## src/rtl/dffrnq_rn_sequencer_if.sv

```systemverilog
// Request/status bundle between control logic and dffrnq_rn_sequencer.
// Optional DFFRNQ_RN_SEQ_STATUS_EN adds stage_cnt and abort_seen.
interface dffrnq_rn_sequencer_if #(
   parameter int NUM_STAGES = 4
);
   logic                  req;
   logic                  pwr_ok;
   logic [NUM_STAGES-1:0] rn;
   logic                  busy;
   logic                  ack;

`ifdef DFFRNQ_RN_SEQ_STATUS_EN
   localparam int STAGE_W = $clog2(NUM_STAGES + 1);

   logic [STAGE_W-1:0]    stage_cnt;
   logic                  abort_seen;

   modport master (
      output req, pwr_ok,
      input  rn, busy, ack,
      input  stage_cnt, abort_seen
   );

   modport slave (
      input  req, pwr_ok,
      output rn, busy, ack,
      output stage_cnt, abort_seen
   );
`else
   modport master (
      output req, pwr_ok,
      input  rn, busy, ack
   );

   modport slave (
      input  req, pwr_ok,
      output rn, busy, ack
   );
`endif
endinterface

```

## src/rtl/dffrnq_rn_sequencer.sv

```systemverilog
// Staged release of active-low RN pins for banks of dffrnq flops.
// Optional DFFRNQ_RN_SEQ_STATUS_EN adds stage_cnt / abort_seen status.
module dffrnq_rn_sequencer #(
   parameter int NUM_STAGES  = 4,
   parameter int HOLD_CYCLES = 16,
   parameter int GAP_CYCLES  = 4,
   parameter int CNT_W       = 8
) (
   input  logic                 clk,
   input  logic                 rst,
   dffrnq_rn_sequencer_if.slave bus
);

   typedef enum logic [1:0] {
      S_IDLE,
      S_ASSERT,
      S_RELEASE,
      S_DONE
   } state_t;

   localparam logic [CNT_W-1:0] HOLD_LAST =
      CNT_W'(HOLD_CYCLES - 1);
   localparam logic [CNT_W-1:0] HOLD_SAT =
      CNT_W'(HOLD_CYCLES);
   localparam logic [CNT_W-1:0] GAP_LAST =
      CNT_W'(GAP_CYCLES - 1);
   localparam logic [NUM_STAGES-1:0] RN_LSB =
      NUM_STAGES'(1);

   state_t                state_q;
   state_t                state_d;
   logic [CNT_W-1:0]      cnt_q;
   logic [CNT_W-1:0]      cnt_d;
   logic [NUM_STAGES-1:0] rn_q;
   logic [NUM_STAGES-1:0] rn_d;
   logic                  busy_q;
   logic                  busy_d;
   logic                  ack_q;
   logic                  ack_d;

   // Next state, counter and registered-output values
   always_comb begin
      state_d = state_q;
      cnt_d   = cnt_q;
      rn_d    = rn_q;
      busy_d  = busy_q;
      ack_d   = 1'b0;
      unique case (state_q)
         S_IDLE: begin
            if (bus.req) begin
               state_d = S_ASSERT;
               cnt_d   = '0;
               rn_d    = '0;
               busy_d  = 1'b1;
            end
         end
         S_ASSERT: begin
            if (cnt_q >= HOLD_LAST) begin
               if (bus.pwr_ok) begin
                  state_d = S_RELEASE;
                  cnt_d   = '0;
                  rn_d    = RN_LSB;
               end else begin
                  cnt_d = HOLD_SAT;
               end
            end else begin
               cnt_d = cnt_q + 1'b1;
            end
         end
         S_RELEASE: begin
            if (!bus.pwr_ok || bus.req) begin
               state_d = S_ASSERT;
               cnt_d   = '0;
               rn_d    = '0;
            end else if (&rn_q) begin
               state_d = S_DONE;
               busy_d  = 1'b0;
               ack_d   = 1'b1;
            end else if (cnt_q == GAP_LAST) begin
               cnt_d = '0;
               rn_d  = (rn_q << 1) | RN_LSB;
            end else begin
               cnt_d = cnt_q + 1'b1;
            end
         end
         S_DONE: begin
            if (bus.req) begin
               state_d = S_ASSERT;
               cnt_d   = '0;
               rn_d    = '0;
               busy_d  = 1'b1;
            end else begin
               state_d = S_IDLE;
            end
         end
         default: begin
            state_d = S_ASSERT;
            cnt_d   = '0;
            rn_d    = '0;
            busy_d  = 1'b1;
         end
      endcase
   end

   // State and output flops; reset holds every bank low
   always_ff @(posedge clk) begin
      if (rst) begin
         state_q <= S_ASSERT;
         cnt_q   <= '0;
         rn_q    <= '0;
         busy_q  <= 1'b1;
         ack_q   <= 1'b0;
      end else begin
         state_q <= state_d;
         cnt_q   <= cnt_d;
         rn_q    <= rn_d;
         busy_q  <= busy_d;
         ack_q   <= ack_d;
      end
   end

   assign bus.rn   = rn_q;
   assign bus.busy = busy_q;
   assign bus.ack  = ack_q;

`ifdef DFFRNQ_RN_SEQ_STATUS_EN
   localparam int STAGE_W = $clog2(NUM_STAGES + 1);

   logic [STAGE_W-1:0] stage_q;
   logic               abort_q;
   logic               abort;

   function automatic logic [STAGE_W-1:0] ones(
      input logic [NUM_STAGES-1:0] v
   );
      ones = '0;
      for (int i = 0; i < NUM_STAGES; i++) begin
         ones = ones + STAGE_W'(v[i]);
      end
   endfunction

   assign abort = (state_q == S_RELEASE) && !bus.pwr_ok;

   // Released-bank count tracks rn; abort flag is sticky until reset
   always_ff @(posedge clk) begin
      if (rst) begin
         stage_q <= '0;
         abort_q <= 1'b0;
      end else begin
         stage_q <= ones(rn_d);
         abort_q <= abort_q | abort;
      end
   end

   assign bus.stage_cnt  = stage_q;
   assign bus.abort_seen = abort_q;
`endif

endmodule

```

## src/flat_wrapper.sv

```systemverilog
// flat-port wrapper written by rule: the top's interface ports become plain ports
module dffrnq_rn_sequencer_flat 
#(
   parameter int NUM_STAGES  = 4,
   parameter int HOLD_CYCLES = 16,
   parameter int GAP_CYCLES  = 4,
   parameter int CNT_W       = 8
)
  (clk, rst, bus_req, bus_pwr_ok, bus_rn, bus_busy, bus_ack);
  dffrnq_rn_sequencer_if #(.NUM_STAGES(NUM_STAGES)) bus_i ();
  input  logic clk;
  input  logic rst;
  input wire logic [$bits(bus_i.req)-1:0] bus_req;
  input wire logic [$bits(bus_i.pwr_ok)-1:0] bus_pwr_ok;
  output wire logic [$bits(bus_i.rn)-1:0] bus_rn;
  output wire logic [$bits(bus_i.busy)-1:0] bus_busy;
  output wire logic [$bits(bus_i.ack)-1:0] bus_ack;
  assign bus_i.req = bus_req;
  assign bus_i.pwr_ok = bus_pwr_ok;
  assign bus_rn = bus_i.rn;
  assign bus_busy = bus_i.busy;
  assign bus_ack = bus_i.ack;
  dffrnq_rn_sequencer #(.NUM_STAGES(NUM_STAGES), .HOLD_CYCLES(HOLD_CYCLES), .GAP_CYCLES(GAP_CYCLES), .CNT_W(CNT_W)) u_core (.clk(clk), .rst(rst), .bus(bus_i));
endmodule
```

## config.mk

```make
export PLATFORM = sky130hd
export DESIGN_NAME = dffrnq_rn_sequencer_flat
export DESIGN_NICKNAME = d
export VERILOG_FILES = /design/src/rtl/dffrnq_rn_sequencer_if.sv /design/src/rtl/dffrnq_rn_sequencer.sv /design/src/flat_wrapper.sv
export SDC_FILE = /design/constraint.sdc
export NUM_CORES = 1
export LEC_CHECK = 0
export CAP_MARGIN = 20
export CELL_PAD_IN_SITES_DETAIL_PLACEMENT = 1
export CELL_PAD_IN_SITES_GLOBAL_PLACEMENT = 2
export CORE_ASPECT_RATIO = 0.75
export CORE_UTILIZATION = 36
export DETAILED_ROUTE_END_ITERATION = 10
export PLACE_DENSITY = 0.83
export SLEW_MARGIN = 15
export SYNTH_ARGS = -nofsm -noshare
export SYNTH_HDL_FRONTEND = slang
export SYNTH_SLANG_ARGS = --single-unit
```

## constraint.sdc

```tcl
create_clock -name clk -period 4.1 [get_ports clk]
set_clock_uncertainty 0.15 [all_clocks]
set_input_delay 1.025 -clock clk [delete_from_list [all_inputs] [get_ports clk]]
set_output_delay 1.025 -clock clk [all_outputs]
set_load 0.02 [all_outputs]
```

# After elaboration in Yosys (flattened, before gate mapping)
# Index checks and enable logic that the tools add are counted.
[word_totals] register_bits=16 input_bits=4 output_inout_bits=6 wordCells=58
[op_classes] addsub=1 n_lt_le_gt_ge=1 eq_ne=13 muxes=26 bitwise=1 n_reduce_logical=11
[op_table] cell="8-bit 2-to-1 mux" count=5
[op_table] cell="4-bit 2-to-1 mux" count=6
[op_table] cell="8-bit case mux with 3 select lines" count=1
[op_table] cell="4-bit case mux with 3 select lines" count=1
[op_table] cell="4-bit AND reduction" count=3
[op_table] cell="2-bit 2-to-1 mux" count=5
[op_table] cell="8-bit by 1-bit adder with 8-bit output, second input constant" count=1
[op_table] cell="8-bit by 2-bit == test with 1-bit output, second input constant" count=1
[op_table] cell="8-bit by 4-bit greater-or-equal comparator with 1-bit output, second input constant" count=1
[op_table] cell="2-bit case mux with 4 select lines" count=1
[op_table] cell="2-bit by 1-bit != test with 1-bit output, second input constant" count=3
[op_table] cell="2-bit != test, second input constant" count=3
[op_table] cell="3-bit by 1-bit != test with 1-bit output, second input constant" count=2
[op_table] cell="1-bit 2-to-1 mux" count=5
[op_table] cell="5-bit 2-to-1 mux" count=1
[op_table] cell="5-bit AND reduction" count=1
[op_table] cell="2-bit == test, second input constant" count=2
[op_table] cell="3-bit by 2-bit != test with 1-bit output, second input constant" count=1
[op_table] cell="3-bit OR reduction" count=1
[op_table] cell="2-bit by 1-bit == test with 1-bit output, second input constant" count=1
[op_table] cell="2-bit zero test" count=1
[op_table] cell="1-bit case mux with 2 select lines" count=1
[op_table] cell="2-bit AND reduction" count=1
[op_table] cell="2-bit nonzero test" count=1
[op_table] cell="other kinds (4)" count=4

# Logic depth before layout (Yosys ltp)
[depth] word_depth=5 ltp_mapped=7 depth_no_buf=6

# Worst setup path after synthesis
# No wires, ideal clock.
[synth_timing] path_type="input to register" start="input port bus_pwr_ok" end="register u_core.rn_q[1], in the netlist u_core.bus.rn[1]" setup_ns=0.121 t_arrival_ns=2.108 required_time_ns=3.829 setup_slack_ns=1.720 cell_stages=5 cell_sequence="nand4_1 -> and3_1 -> or3_1 -> buf_2 -> mux2_4"
[synth_via] elab_chain_cells=4 elab_cells_between_ends=8 classes_between="eq/ne: 3; mux: 2; reduce/logical: 3"
[synth_rtl] item="start, declared" line="flat_wrapper.sv:14" text="input wire logic [$bits(bus_i.pwr_ok)-1:0] bus_pwr_ok;"
[synth_rtl] item="1-bit zero test" line="dffrnq_rn_sequencer.sv:71" text="if (!bus.pwr_ok || bus.req) begin"
[synth_rtl] item="1-bit logical OR" line="dffrnq_rn_sequencer.sv:71"
[synth_rtl] item="3-bit by 2-bit != test with 1-bit output (no source line), or another cell as far along"
[synth_rtl] item="5-bit AND reduction (no source line) or 4-bit case mux with 3 select lines (tied branches)"
[synth_rtl] item="end signal, assigned" line="dffrnq_rn_sequencer.sv:116" text="rn_q <= rn_d;"
[synth_rtl] item="end, declared" line="dffrnq_rn_sequencer.sv:34" text="logic [NUM_STAGES-1:0] rn_q;"
# Parallel ways exist; a longest one is shown, timed or not.
# A chain may end at the register's enable or synchronous reset.

# Final worst setup path
[layout_timing] start="input port bus_req" end="register u_core.rn_q[3], in the netlist u_core.bus.rn[3]"
[layout_via] elab_chain_cells=3 elab_cells_between_ends=7 classes_between="eq/ne: 3; mux: 2; reduce/logical: 2"
[layout_rtl] item="start, declared" line="flat_wrapper.sv:13" text="input wire logic [$bits(bus_i.req)-1:0] bus_req;"
[layout_rtl] item="1-bit logical OR" line="dffrnq_rn_sequencer.sv:71"
[layout_rtl] item="3-bit by 2-bit != test with 1-bit output (no source line), or another cell as far along"
[layout_rtl] item="5-bit AND reduction (no source line) or 4-bit case mux with 3 select lines (tied branches)"
# Parallel ways exist; a longest one is shown, timed or not.

==> impl_metrics.csv <==
group,metric,value,unit
worst_setup_path,crit_path_top_delay_cell,"clkdlybuf4s50_1",
cts,hold_buffers,0,
pwr,irDropWorstVdd,0.165,mV
place,place_area,0.00116,sq mm
grt,grt_pass1_vias,943,
die,die_w,63.9,um
grt,grt_pass1_wl,4.68,mm
logic_synthesis,synthDistinctLibCells,39,
die,fp.dieArea,0.00309,sq mm
logic_synthesis,synthSimpleGateAreaFrac,0.260,
pwr,p_leak,0.451,nW
grt,gr-total-overflow,0,
finish,n_fill_cell,312,
timing,slew_viol_final,0,
finish,nets,140,
logic_synthesis,synth_top_family_by_area,"simple AND/OR/NAND/NOR gates",
place,dpl.hpwl,1.89,mm
cts,clk_pin_slew,0.07,ns
worst_setup_path,worstSetupPathType,"in -> reg",
timing,setup_viol_count_final,0,
logic_synthesis,synth-main-ff-cell,"dfxtp_1",
timing,hold_viol,0,
logic_synthesis,synthTopCellsByCount,"16 x dfxtp_1, 9 x nand3_1, 9 x o211ai_1",
logic_synthesis,synth.area.top_cells,"dfxtp_1 31%, ha_1 8.5%, o211ai_1 6.5%",
worst_setup_path,crit_path_end_kind,"flip-flop",
hold_path,hp-start,"u_core.bus.busy",
worst_setup_path,max_stage_delay,0.60,ns
timing,relSlewSlack,0.674,
die,die_h,48.4,um
route,first_pass_iters,4,
worst_setup_path,r2r_end,"u_core.bus.rn[3]",
grt,grt_max_degree,16,
logic_synthesis,synth-adder-area-share,0.0846,
logic_synthesis,synth_compound_area_frac,0.256,
logic_synthesis,synth_cells,119,
run_status,status,"complete, no violations",
place,place_congestion,0.816,
route,drt_wl_total,2.59,mm
hold_path,min_to,"u_core.bus.busy",
die,fp-row-count,16,
die,initial_core_util,0.389,
worst_setup_path,path_buf_inv,2,
cts,cts_buffer_depth,2,
route,avgRoutedWirePerCell,15.8,um
timing,finalCritPeriodShare,0.720,
logic_synthesis,synth_top_cell_area_share,0.310,
finish,drive_gt1_frac,0.117,
logic_synthesis,synth_area_leader_cell,"dfxtp_1",
route,drt_iter0_drc,32,
route,vias_per_cell,5.77,
worst_setup_path,crit_chain,"clkdlybuf4s50_1, nand3b_4, o22ai_1, buf_4, or3_1, mux2_4",
logic_synthesis,synth-seq-area-share,0.310,
finish,syn_to_final_growth,17.3,%
route,drcViolationCount,0,
logic_synthesis,synthMuxAreaShare,0.0387,
worst_setup_path,cp_max_fo,11,
timing,worst_pin_slew,0.487,ns
logic_synthesis,synth_xor_area_frac,0,
finish,stdcell_area,0.00121,sq mm
cts,clock_latency,0.25,ns
logic_synthesis,ys.warnings.count,0,
timing,fin_crit,2.95,ns
pwr,p_total,0.613,mW
hold_path,hold_path_class,"reg -> reg",
route,ant_nets,0,
logic_synthesis,synth_edf_count,0,
logic_synthesis,syn_avg_cell_area,8.70,sq um
worst_setup_path,cp.required,4.09,ns
worst_setup_path,rr_startpoint,"u_core.state_q[0]",
worst_setup_path,rrSetupSlack,1.75,ns
die,fp.coreArea,0.00266,sq mm
logic_synthesis,synth_area,0.00103,sq mm
grt,antenna_found_initial,0,
hold_path,holdPathStages,2,
worst_setup_path,cp.arrival,2.95,ns
cts,numCtsBuffers,3,
route,via_count,947,
timing,fmax,339,MHz
logic_synthesis,synth.most_common_cell,"dfxtp_1",
cts,clockRootBuffer,"clkbuf_8",
cts,cts.sinks,16,
worst_setup_path,reg2reg_depth,7,
grt,grt_use_total,0.192,
cts,cts_setup_buffers,0,
logic_synthesis,ys_seq_elements,16,
cts,h-tree-depth,1,
worst_setup_path,start_kind,"input port",
timing,tns,0,ns
die,boundaryPins,10,
logic_synthesis,async_flop_share,0,
pwr,power_density,505,mW/mm^2
flow_run,cap_violations,0,
cts,cts_resized,0,
place,port_buffers,9,
cts,cts_tree,"yes",
logic_synthesis,syn_nets,130,
finish,diodes,0,
timing,rsz0062_at_grt,"no",
worst_setup_path,critPathTopFamily,"buffers and inverters",
## through the flow
step	hold slack (ns)	setup WS (ns)	utilization	instances
final	0.348	1.15	0.456	164
after global routing	0.377	1.03	0.456	164
after CTS	0.349	1.15	0.456	164
after detailed placement	0.326	0.884	0.435	160
after global placement	0.314	0.922	0.435	160
after floorplan	0.312	1.72	-	119
## flip-flops by register name, summed over array words and instances (netlist names)
name,flops
u_core.bus.ack,1
u_core.bus.busy,1
u_core.bus.rn,4
u_core.cnt_q,8
u_core.state_q,2
## cell families after synthesis
| logic type | after synthesis |
|---|---|
| muxes | 3 |
| DFF | 16 |
| buffers and inverters | 13 |
| and+or+nand+nor | 45 |
| AOI/OAI and AO/OA | 35 |
| adders and majority gates | 7 |
## power by group
part	total, mW	switching [mW]	internal (mW)
Sequential	0.208	0.0301	0.178
Combinational	0.260	0.157	0.103
Clock	0.144	0.0592	0.0853
Total	0.613	0.246	0.366
## final cells by class
class	instances	area (sq um)	area share
multi-input combinational	90	662	0.545
tap	36	45.0	0.0371
timing repair buffer	11	105	0.0866
sequential	16	320	0.264
inverter	7	26.3	0.0216
clock buffer	4	55.1	0.0454
## cells in the final DEF (no fill, tap or decap), types with 3 or more instances in the layout
cell type	instances
nor2b_1	3
a21oi_1	7
o211ai_1	9
or2_2	4
ha_1	7
nand3_1	9
inv_1	7
nand2_1	8
o41ai_1	3
nand4_1	3
clkdlybuf4s50_1	9
dfxtp_1	16
nor2_1	5
o2111ai_1	4
or3_1	3
clkbuf_8	4
## metal layers
layer / vias to the layer above / share of wire / track usage
met4: 0 / 0.0058 / 0.0417
met2: 12 / 0.42 / 0.282
li1: 475 / - / -
met3: 4 / 0.031 / 0.0542
met1: 456 / 0.54 / 0.278
met5: - / 0 / 0
## worst max path at each step
stage,from,end,cells past startpoint
after floorplan,bus_pwr_ok,u_core.bus.rn[1],5
after global placement,bus_req,u_core.bus.rn[1],6
after detailed placement,bus_req,u_core.bus.rn[3],6
after CTS,bus_req,u_core.bus.rn[3],6
after global routing,bus_req,u_core.bus.rn[1],6
final,bus_req,u_core.bus.rn[3],6
## worst register-to-register path, cell delays in order, from the launching register on
cell,delay (ns)
dfxtp_1,0.43
inv_1,0.13
ha_1,0.29
nand3b_4,0.17
o22ai_1,0.10
buf_4,0.19
or3_1,0.46
mux2_4,0.33
No activity file was read; power rests on OpenSTA's default activity.
